==> src/rtl/dac_code_arbiter.sv <==
// Two-port round-robin arbiter feeding the resistor-string DAC code input.
// Accepted codes are clamped to [code_min, code_max] and then held for SETTLE cycles.
module dac_code_arbiter #(
  parameter int unsigned DW         = 10,
  parameter int unsigned SETTLE     = 4,
  parameter int unsigned RESET_CODE = 0
) (
  input  logic          clk,
  input  logic          rst_n,
  input  logic          en,
  input  logic          req0_valid,
  input  logic [DW-1:0] req0_data,
  output logic          req0_ready,
  input  logic          req1_valid,
  input  logic [DW-1:0] req1_data,
  output logic          req1_ready,
  input  logic [DW-1:0] code_min,
  input  logic [DW-1:0] code_max,
  output logic [DW-1:0] dac_code,
  output logic          dac_update,
  output logic          busy,
  output logic          grant_id,
  output logic          clamp_hit
);

  typedef enum logic {StIdle, StSettle} state_e;

  localparam logic [DW-1:0] ResetCode  = DW'(RESET_CODE);
  localparam logic [7:0]    SettleLast = 8'(SETTLE - 1);

  state_e        state_q;
  logic [7:0]    cnt_q;
  logic          last_grant_q;

  logic          can_grant;
  logic          gnt0;
  logic          gnt1;
  logic          accept;
  logic          sel;
  logic [DW-1:0] sel_data;
  logic [DW-1:0] clamped;
  logic          clamp_now;

  always_comb begin
    // Readies are gated by rst_n so nothing can appear accepted while reset is held.
    can_grant  = rst_n && en && (state_q == StIdle);
    gnt0       = req0_valid && (!req1_valid || last_grant_q);
    gnt1       = req1_valid && (!req0_valid || !last_grant_q);
    req0_ready = can_grant && gnt0;
    req1_ready = can_grant && gnt1;
    accept     = req0_ready || req1_ready;
    sel        = req1_ready;
    sel_data   = sel ? req1_data : req0_data;
    clamp_now  = 1'b0;
    clamped    = sel_data;
    if (sel_data > code_max) begin
      clamped   = code_max;
      clamp_now = 1'b1;
    end else if (sel_data < code_min) begin
      clamped   = code_min;
      clamp_now = 1'b1;
    end
  end

  always_ff @(posedge clk or negedge rst_n) begin
    if (!rst_n) begin
      state_q      <= StIdle;
      cnt_q        <= 8'd0;
      last_grant_q <= 1'b1;
      dac_code     <= ResetCode;
      dac_update   <= 1'b0;
      busy         <= 1'b0;
      grant_id     <= 1'b0;
      clamp_hit    <= 1'b0;
    end else begin
      dac_update <= 1'b0;
      clamp_hit  <= 1'b0;
      unique case (state_q)
        StIdle: begin
          if (accept) begin
            dac_code     <= clamped;
            dac_update   <= 1'b1;
            clamp_hit    <= clamp_now;
            grant_id     <= sel;
            last_grant_q <= sel;
            cnt_q        <= SettleLast;
            busy         <= 1'b1;
            state_q      <= StSettle;
          end
        end
        StSettle: begin
          if (cnt_q == 8'd0) begin
            busy    <= 1'b0;
            state_q <= StIdle;
          end else begin
            cnt_q <= cnt_q - 8'd1;
          end
        end
        default: state_q <= StIdle;
      endcase
    end
  end

endmodule

==> config.mk <==
export PLATFORM = sky130hd
export DESIGN_NAME = dac_code_arbiter
export DESIGN_NICKNAME = d
export VERILOG_FILES = /design/src/rtl/dac_code_arbiter.sv
export SDC_FILE = /design/constraint.sdc
export NUM_CORES = 1
export LEC_CHECK = 0
export ABC_AREA = 1
export BUFFER_PORTS_ARGS = -buffer_cell sky130_fd_sc_hd__buf_2
export CAP_MARGIN = 20
export CORE_MARGIN = 3
export CORE_UTILIZATION = 52
export CTS_CLUSTER_DIAMETER = 100
export DETAILED_ROUTE_END_ITERATION = 8
export PLACE_DENSITY_LB_ADDON = 0.15
export SYNTH_ARGS = -nofsm -noshare
export SYNTH_HDL_FRONTEND = slang
export SYNTH_SLANG_ARGS = --single-unit
==> constraint.sdc <==
create_clock -name clk -period 3.2 [get_ports clk]
set_input_delay 0.64 -clock clk [delete_from_list [all_inputs] [get_ports clk]]
set_output_delay 0.64 -clock clk [all_outputs]
set_load 0.02 [all_outputs]
==> impl_results.md <==
* I/O Buffers at 60
* First DRT Iteration DRCs at approximately 120
* Initial Utilization at 0.562
* CP Class: flop to flop
* Switching power at about 0.66 mW
* Largest net degree at the start of global routing at 26
* Critical Path AT at approximately 2.9 ns
* Max-cap viol count at 0
* Slew @ Worst Pin at approximately 0.62 ns
* Die area at between 4000 and 5000 um^2
* Switching Share at 0.440
* Post-CTS resize count at 0
* Global placement routability congestion at approximately 0.86
* Slowest-stage cell, CP: dfstp_2
* Yosys warnings at 0
* PnR Total Power at 1.50 mW
* Final HPWL DP at 3720 um
* Asr flop ratio synth at 1.00
* Grt ovf at 0
* Worst Setup Slack, final at between 0.4 and 0.5 ns
* Post-synthesis register bit count at 24
* Tcrit/Tclk final at 0.845
* Vias/cell at around 5.0
* Crit end category: flop
* Maximum clock insertion buffer count at 2
* Core region area at between 3000 and 4000 um^2
* Area leader, netlist: dfrtp_1
* Final Max Slew Viols at 0
* Final ANT Viol Nets at 0
* Part of the power in combinational logic at 0.507
* Top cells by area, synth: dfrtp_1, ha_1, nand2_1, inv_1, nand3_1
* Final WL at ~4500 um
* Avg WL per Cell at between 10 and 15 um
* Clock sink count at 24
* Startpoint Class: flop
* Via count at between 1500 and 2000
* First-pass GRT wire length at approximately 7900 um
* Syn nets at around 350
* Clk pin slew, worst setup/hold paths at 0.08 ns
* Final setup fails at 0
* GRT Util Overall at 0.221
* Initial antenna violation count at 0
* Clock power share at 0.135
* Leak at approximately 1.4 nW
* Syn avg cell area at 6.97 um^2
* Post-Syn Area at between 1500 and 2000 um^2
* Period minus WS final at roughly 2.7 ns
* Ant diodes at 0
* Synth cell types at 32
* Chip width at 67.5 um
* CTS Buf Count at 3
* Top_reg_cell synth: dfrtp_1
* Place WS at approximately 0.27 ns
* Power density cells at between 600 and 700 nW/um^2
* Io pins at 61
* HP Class: input pin to asynchronous set/reset pin
* Internal at 0.838 mW
* DR pass1 iterations at 4
* H-tree depth at 1
* Crit path top cell by count: nand2_1
* Post-CTS Setup Bufs at 0
* Peak supply drop at ~0.48 mV
* CTS root buffer: clkbuf_8
* Syn Inst Count at about 280
* Number of global-route vias before repair at 1865
* Final-stage net count at a little over 400
* Layout area overhead at 20.2%
* Share of power burned in registers at 0.358
* EDFF count, synth at 0
* Critical path, cell by cell: a21oi_4 > nand2_4 > inv_1 > nand2_1 > nand2_1 > ha_1 > nand2_1 > inv_1 > nand3_1 > nor3_1 > nand2_2 > nand2_2 > nand2_1 > nand3_1 > a21oi_1
* Residual DRC at 0
* Cts hold-fix bufs at 0
* Final Hold Fails at 0
* CP max FO at 19
* Share of layout cells above drive strength 1 at 0.263
* Area fraction of the dominant cell type after synthesis at 0.293
* Std cell rows at 21
* Die H at between 60 and 70 um
* Slowest Stage Delay on Critical Path at about 0.59 ns
* Worst Clk Skew at approximately 0.0063 ns
* Cell Count, Final, Fillers Out at approximately 390
* Relative slew slack at 0.583
* RSZ-0062 raised after global routing: false
* Worst EP required at 3.35 ns
* Outcome: complete, no violations
* Fmax at about 370 MHz
* Worst-Skew Late Latency at 0.26 ns
* CTS tree: done
* Register area share after synthesis at 0.306
* TNS Setup at 0 ns
* Placed insts at between 300 and 400
## through the flow
step                      hold WS (ns)  cell area (um^2)  utilization
final                            0.360              2360        0.676
after global routing             0.371              2360        0.676
after CTS                        0.372              2360        0.676
after detailed placement         0.460              2310        0.660
after global placement           0.464              2310        0.660
after floorplan                  0.344              1970            -
## cells in the final DEF, fill, tap and decap left out
master,instances
o21a_1,2
o21bai_1,1
dfstp_2,1
or2_1,1
buf_4,4
ha_1,20
nand2_2,3
a21oi_4,1
nor3_1,5
o21ai_4,1
dfrtp_1,23
nor2_1,16
a22oi_1,1
and2_1,1
nand2_1,59
nand4_1,2
a21oi_1,22
o21ai_1,4
nand2_4,1
o22a_1,1
o211ai_1,1
and3_1,1
a21oi_2,1
clkbuf_8,4
nand3_2,1
buf_2,60
inv_2,10
nor2_4,3
nand3_1,27
inv_1,48
o21ai_0,17
## cell usage after synthesis (2+ instances only)
cell type,n
inv_2,10
nand2_2,3
ha_1,20
inv_1,48
a21oi_1,22
nor2_4,3
buf_2,4
nand2_1,59
nor2_1,16
nor3_1,5
nand4_1,2
o21a_1,2
o21ai_1,4
nand3_1,27
dfrtp_1,23
clkbuf_1,2
o21ai_0,17
## routing by layer
metal,global-route usage,wire length [um],vias up
li1,-,-,1015
met1,0.307,2130,853
met2,0.367,2040,62
met3,0.0483,342,2
met4,0.0127,10,0
met5,0,0,-
## final timing paths
| path | endpoint | from | cells past startpoint | slack, ns |
|---|---|---|---|---|
| max in group asynchronous | last_grant_q$_DFFE_PN1P_ | rst_n | 2 | 2.56 |
| worst min register to register | grant_id$_DFFE_PN0P_ | grant_id$_DFFE_PN0P_ | 2 | 0.48 |
| min in group clk | grant_id$_DFFE_PN0P_ | grant_id$_DFFE_PN0P_ | 2 | 0.48 |
| worst max register to register | dac_code[8]$_DFFE_PN0P_ | last_grant_q$_DFFE_PN1P_ | 15 | 0.50 |
| worst max-delay path | dac_code[8]$_DFFE_PN0P_ | last_grant_q$_DFFE_PN1P_ | 15 | 0.50 |
| worst min-delay path | busy$_DFFE_PN0P_ | rst_n | 2 | 0.36 |
## cell families (layout without fill, tap and decap cells)
kind of cell	count (synthesis)	after routing	synth area share
simple gates	120	120	0.278
buf+inv	66	126	0.134
compound gates	52	52	0.154
flops	24	24	0.306
fa+ha+maj	20	20	0.127
## critical path, delay by kind of cell, from the launching register on
family	cells	cell delay, ns
fa+ha+maj	1	0.31
flops	1	0.59
buf+inv	2	0.18
compound gates	2	0.15
simple gates	10	1.35
## area by class of cell
| cell class | count | area (um^2) |
|---|---|---|
| inverter | 58 | 218 |
| tap | 46 | 57.6 |
| sequential | 24 | 602 |
| fill | 337 | 1130 |
| clock buffer | 4 | 55.1 |
| timing repair buffer | 64 | 330 |
| multi-input combinational | 192 | 1100 |
## power groups by stage
stage | clock [mW] | sequential (mW) | combinational [mW]
after CTS | 0.205 | 0.535 | 0.762
after floorplan | 0 | 0.625 | 0.449
after global routing | 0.218 | 0.553 | 0.866
final | 0.202 | 0.535 | 0.758
after global placement | 0 | 0.540 | 0.736
after detailed placement | 0 | 0.537 | 0.759
## flip-flops by register name, summed over array words and instances (netlist names)
signal,count
dac_code,10
dac_update,1
busy,1
grant_id,1
clamp_hit,1
state_q,1
cnt_q,8
last_grant_q,1
(Power assumes the default switching activity.)
